**config.mk**
```make
export PLATFORM = sky130hd
export DESIGN_NAME = rpn_calc_param
export DESIGN_NICKNAME = d
export VERILOG_FILES = /design/src/rtl/rpn_calc_param.sv
export SDC_FILE = /design/constraint.sdc
export NUM_CORES = 2
export LEC_CHECK = 0
export CAP_MARGIN = 10
export CORE_AREA = 3 3 361 363
export CTS_BUF_LIST = sky130_fd_sc_hd__clkbuf_8
export DETAILED_ROUTE_END_ITERATION = 12
export DIE_AREA = 0 0 364 366
export HOLD_SLACK_MARGIN = 0.1
export PLACE_DENSITY = 0.67
export SLEW_MARGIN = 20
export SYNTH_ARGS = -nofsm -noshare
export SYNTH_HDL_FRONTEND = slang
export SYNTH_SLANG_ARGS = --single-unit
export TNS_END_PERCENT = 20
```
**constraint.sdc**
```tcl
create_clock -name CLK -period 12 [get_ports CLK]
set_clock_uncertainty 0.15 [all_clocks]
set_input_delay 3.6 -clock CLK [delete_from_list [all_inputs] [get_ports CLK]]
set_output_delay 3.6 -clock CLK [all_outputs]
set_load 0.05 [all_outputs]
```
**src/rtl/rpn_calc_param.sv**
```systemverilog
// Parametrised RPN calculator: valid/ready operand/operator stream in, results/errors out.
// Define RPN_DIV_EN to turn opcode 000 into an unsigned divide (otherwise it is a nop).
module rpn_calc_param #(
    parameter int WIDTH = 32,
    parameter int DEPTH = 16,
    parameter int CNT_W = $clog2(DEPTH + 1)
) (
    input  logic             CLK,
    input  logic             RST,
    input  logic             in_valid,
    output logic             in_ready,
    input  logic [WIDTH-1:0] in_data,
    input  logic             in_is_op,
    output logic             out_valid,
    input  logic             out_ready,
    output logic [WIDTH-1:0] out_data,
    output logic [1:0]       out_err,
    output logic [CNT_W-1:0] depth_count
);

    localparam int AW = (DEPTH > 1) ? $clog2(DEPTH) : 1;

    localparam logic [1:0] E_OK  = 2'b00;
    localparam logic [1:0] E_UND = 2'b01;
    localparam logic [1:0] E_OVF = 2'b10;
`ifdef RPN_DIV_EN
    localparam logic [1:0] E_DZ  = 2'b11;
`endif

    typedef enum logic [1:0] {IDLE, EXEC, OUT} state_t;

    state_t           state_q, state_d;
    logic [WIDTH-1:0] stk [DEPTH];
    logic [CNT_W-1:0] cnt_q, cnt_d;
    logic [2:0]       op_q, op_d;
    logic [WIDTH-1:0] out_data_q, out_data_d;
    logic [1:0]       out_err_q, out_err_d;

    logic             we_a, we_b;
    logic [AW-1:0]    idx_a, idx_b;
    logic [WIDTH-1:0] dat_a, dat_b;
    logic [AW-1:0]    top_idx, below_idx, nxt_idx;
    logic [WIDTH-1:0] r_val, l_val, alu;
    logic             empty, lt2, full;
    logic             err;
    logic [1:0]       err_code;

    assign top_idx   = AW'(cnt_q - CNT_W'(1));
    assign below_idx = AW'(cnt_q - CNT_W'(2));
    assign nxt_idx   = AW'(cnt_q);
    assign r_val     = stk[top_idx];
    assign l_val     = stk[below_idx];
    assign empty     = (cnt_q == '0);
    assign lt2       = (cnt_q < CNT_W'(2));
    assign full      = (cnt_q == CNT_W'(DEPTH));

    always_comb begin
        alu = '0;
        case (op_q)
            3'b001:  alu = l_val * r_val;
            3'b010:  alu = l_val + r_val;
            3'b011:  alu = l_val - r_val;
`ifdef RPN_DIV_EN
            3'b000:  alu = (r_val == '0) ? '0 : l_val / r_val;
`endif
            default: alu = '0;
        endcase
    end

    always_comb begin
        state_d    = state_q;
        cnt_d      = cnt_q;
        op_d       = op_q;
        out_data_d = out_data_q;
        out_err_d  = out_err_q;
        we_a       = 1'b0;
        we_b       = 1'b0;
        idx_a      = nxt_idx;
        idx_b      = top_idx;
        dat_a      = in_data;
        dat_b      = l_val;
        err        = 1'b0;
        err_code   = E_OK;

        unique case (state_q)
            IDLE: begin
                if (in_valid && in_is_op) begin
                    op_d    = in_data[2:0];
                    state_d = EXEC;
                end else if (in_valid) begin
                    if (full) begin
                        err      = 1'b1;
                        err_code = E_OVF;
                    end else begin
                        we_a  = 1'b1;
                        cnt_d = cnt_q + CNT_W'(1);
                    end
                end
            end
            EXEC: begin
                state_d = IDLE;
                unique case (op_q)
                    3'b001, 3'b010, 3'b011: begin
                        if (lt2) begin
                            err      = 1'b1;
                            err_code = E_UND;
                        end else begin
                            we_a  = 1'b1;
                            idx_a = below_idx;
                            dat_a = alu;
                            cnt_d = cnt_q - CNT_W'(1);
                        end
                    end
                    3'b100: begin
                        if (empty) begin
                            err      = 1'b1;
                            err_code = E_UND;
                        end else begin
                            out_data_d = r_val;
                            out_err_d  = E_OK;
                            cnt_d      = cnt_q - CNT_W'(1);
                            state_d    = OUT;
                        end
                    end
                    3'b101: begin
                        if (empty) begin
                            err      = 1'b1;
                            err_code = E_UND;
                        end else if (full) begin
                            err      = 1'b1;
                            err_code = E_OVF;
                        end else begin
                            we_a  = 1'b1;
                            dat_a = r_val;
                            cnt_d = cnt_q + CNT_W'(1);
                        end
                    end
                    3'b110: begin
                        if (lt2) begin
                            err      = 1'b1;
                            err_code = E_UND;
                        end else begin
                            we_a  = 1'b1;
                            idx_a = below_idx;
                            dat_a = r_val;
                            we_b  = 1'b1;
                        end
                    end
                    3'b111: cnt_d = '0;
                    3'b000: begin
`ifdef RPN_DIV_EN
                        if (lt2) begin
                            err      = 1'b1;
                            err_code = E_UND;
                        end else if (r_val == '0) begin
                            err      = 1'b1;
                            err_code = E_DZ;
                        end else begin
                            we_a  = 1'b1;
                            idx_a = below_idx;
                            dat_a = alu;
                            cnt_d = cnt_q - CNT_W'(1);
                        end
`endif
                    end
                endcase
            end
            OUT: begin
                if (out_ready) begin
                    out_data_d = '0;
                    out_err_d  = E_OK;
                    state_d    = IDLE;
                end
            end
            default: state_d = IDLE;
        endcase

        // errors leave the stack untouched and report a zero result
        if (err) begin
            we_a       = 1'b0;
            we_b       = 1'b0;
            cnt_d      = cnt_q;
            out_data_d = '0;
            out_err_d  = err_code;
            state_d    = OUT;
        end
    end

    always_ff @(posedge CLK or posedge RST) begin
        if (RST) begin
            state_q    <= IDLE;
            cnt_q      <= '0;
            op_q       <= '0;
            out_data_q <= '0;
            out_err_q  <= E_OK;
        end else begin
            state_q    <= state_d;
            cnt_q      <= cnt_d;
            op_q       <= op_d;
            out_data_q <= out_data_d;
            out_err_q  <= out_err_d;
        end
    end

    always_ff @(posedge CLK) begin
        if (we_a) stk[idx_a] <= dat_a;
        if (we_b) stk[idx_b] <= dat_b;
    end

    assign in_ready    = (state_q == IDLE);
    assign out_valid   = (state_q == OUT);
    assign out_data    = out_data_q;
    assign out_err     = out_err_q;
    assign depth_count = cnt_q;

endmodule
```
==> impl_metrics.ini <==
[sta]
setup_tns_ns = 0
rsz0062_at_grt = no
maxSlewViolCount = 0
tightestPinTransition_ns = 1.256
setup_viol = 0
maxSlewHeadroom = 0.1560
min_period_over_period = 0.9399
hold_viol_final = 0
period_minus_slack_ns = 11.28
fmax_mhz = 88.66

[min_path]
holdPathStages = 2
holdCritStartpoint = out_data[12]$_DFFE_PP0P_
hold_path.class = reg2reg

[detailed_routing]
routed_via_density = 6.206
antenna_left = 0
wl_per_cell_um = 29.17
vias = 40410
drt_iter0_drc = 5619
drt_wl_total_mm = 190.0
drtPass1Iterations = 7
drc = 0

[global_routing]
gr-total-overflow = 0
grt_pass1_vias = 40580
top_usage_layer = met2
grt_use_total = 0.2840
met3_usage = 0.06757
grt_max_degree = 115
use_met1 = 0.3784
grt_util_met2 = 0.4294
grt_pass1_wl_mm = 277.0
grt_antenna_before_repair = 4

[floorplan]
dieArea_sq_um = 133200
rows = 131
initial_core_util = 0.4001
num_io_pins = 78
die_height_um = 366
die_x_um = 364
core_sq_um = 127400

[worst_setup_path]
cp_slowest_cell = dfrtp_4
required_ns = 12.37
rrSetupSlack_ns = 0.72
start_kind = flop
cp_num_cells = 35
crit_end = stk[2][23]$_DFFE_PP_
r2r_cells = 35
endpoint_kind = flop
path_buf_inv = 11
cp_max_fo = 30
cp.arrival_ns = 11.65
path_delay_family = adder cells
cp_common_cell = inv_1
r2r_end = stk[2][23]$_DFFE_PP_
r2r_start = depth_count[0]$_DFFE_PP0P_
critPathMaxStageDelay_ns = 0.78
critical_path_class = reg2reg
startpoint = depth_count[0]$_DFFE_PP0P_

[logic_synthesis]
synth_top_family_by_area = adder cells
syn_area_sq_um = 50960
ys.flop_type = edfxtp_1
synth.ff_latch_count = 556
synth_compound_area_frac = 0.09346
seq_area_frac_synth = 0.3233
yosysWarnings = 0
synth_xor_area_frac = 0.02424
avgSynthCellArea_sq_um = 10.57
yosys.area_share.simple = 0.1201
synthTopCellsByArea = edfxtp_1 (30%), fa_1 (16%), mux4_2 (13%)
yosys.area_share.adder = 0.2012
synth_edf_count = 512
synth_cells = 4820
synth_top_cell_by_area = edfxtp_1
synth.distinct_cells = 81
synth_most_common_cell = nor2_1
syn_nets = 5431
synthMuxAreaShare = 0.1691
synth_top_area_frac = 0.3017
synth_common_cells = nor2_1 (673), edfxtp_1 (512), inv_1 (473), fa_1 (409), a21oi_1 (407)
async_flop_share = 0.07914

[clocking]
h-tree-depth = 3
clockBufferDepth = 3
clk_latency_ns = 0.81
cts-resized-gates = 0
path_clk_slew_ns = 0.07
cts.sinks = 556
postCtsSetupRepairBufs = 0
cts_buffers = 98
holdBufCountCts = 0
cts_root_buf = clkbuf_8
cts_tree = done

[layout]
syn2layout_area_growth_pct = 9.756
drive_above_1_share = 0.1472
fillers = 11810
nets = 5384

[placed_design]
portBuffers = 77
gp_congestion = 1.022
hpwl_mm = 129.5

[status]
status = completed

[job]
cap_viol_max_count = 0
[placed cells by master (no fill, tap or decap), types with 101 or more instances in the layout]
master,Yosys,routed
inv_1,473,506
mux2i_1,163,159
nor2_1,673,672
buf_4,8,160
edfxtp_1,512,512
nand2_1,320,320
mux4_2,286,286
clkbuf_8,0,101
nor2b_1,130,129
a21oi_1,407,407
ha_1,165,163
fa_1,409,409
[worst min-delay path, stage by stage (launching register included)]
cell and delay [ns]:
dfrtp_1 0.34, nand2_1 0.05, o31ai_1 0.05
[worst min path at each step]
stage / endpoint / slack, ns
after floorplan: state_q[1]$_DFFE_PP0P_ / 0.46
after global routing: out_data[26]$_DFFE_PP0P_ / 0.35
after global placement: out_data[11]$_DFFE_PP0P_ / 0.31
after detailed placement: out_data[12]$_DFFE_PP0P_ / 0.32
after CTS: out_data[28]$_DFFE_PP0P_ / 0.33
final: out_data[12]$_DFFE_PP0P_ / 0.33
[metrics by stage]
step	hold WS (ns)	cell area (sq um)	cells	setup slack, ns	utilization
after global routing	0.3460	55920	6507	0.3145	0.4391
after detailed placement	0.3200	54040	6335	0.9654	0.4243
after floorplan	0.4647	50960	4820	0.2119	-
after CTS	0.3329	55900	6506	0.8912	0.4389
after global placement	0.3113	54030	6334	1.025	0.4242
final	0.3271	55930	6511	0.7212	0.4391
[final cells by class]
cell class | instances | area [sq um] | area share
sequential | 556 | 16480 | 0.2947
antenna | 5 | 12.51 | 0.0002237
timing repair buffer | 249 | 2197 | 0.03929
inverter | 479 | 1798 | 0.03215
multi-input combinational | 3389 | 31500 | 0.5632
clock buffer | 101 | 1390 | 0.02486
tap | 1662 | 2079 | 0.03718
clock inverter | 70 | 470.5 | 0.008412
[metal layers]
metal / share of wire / wire, um / up-vias
met5: 0.0011 / 212 / -
met4: 0.064 / 12230 / 4
met3: 0.12 / 22550 / 574
met2: 0.44 / 83610 / 2832
met1: 0.38 / 71350 / 20380
li1: - / - / 16620
[cell families after synthesis]
group	after synthesis
adder cells (fa/ha/maj)	574
buffers and inverters	875
multiplexers	495
flip-flops	556
AND/OR/NAND/NOR	1381
XOR/XNOR	133
AO/OA/AOI/OAI	806
[registers in the layout (all words and copies together) (netlist names)]
register     flops
out_data        32
state_q          2
out_err          2
depth_count      5
op_q             3
stk            512
Power is left out: the tool's default activity adds up to more than one toggle a clock period on the data nets, which glitch-free logic cannot reach.
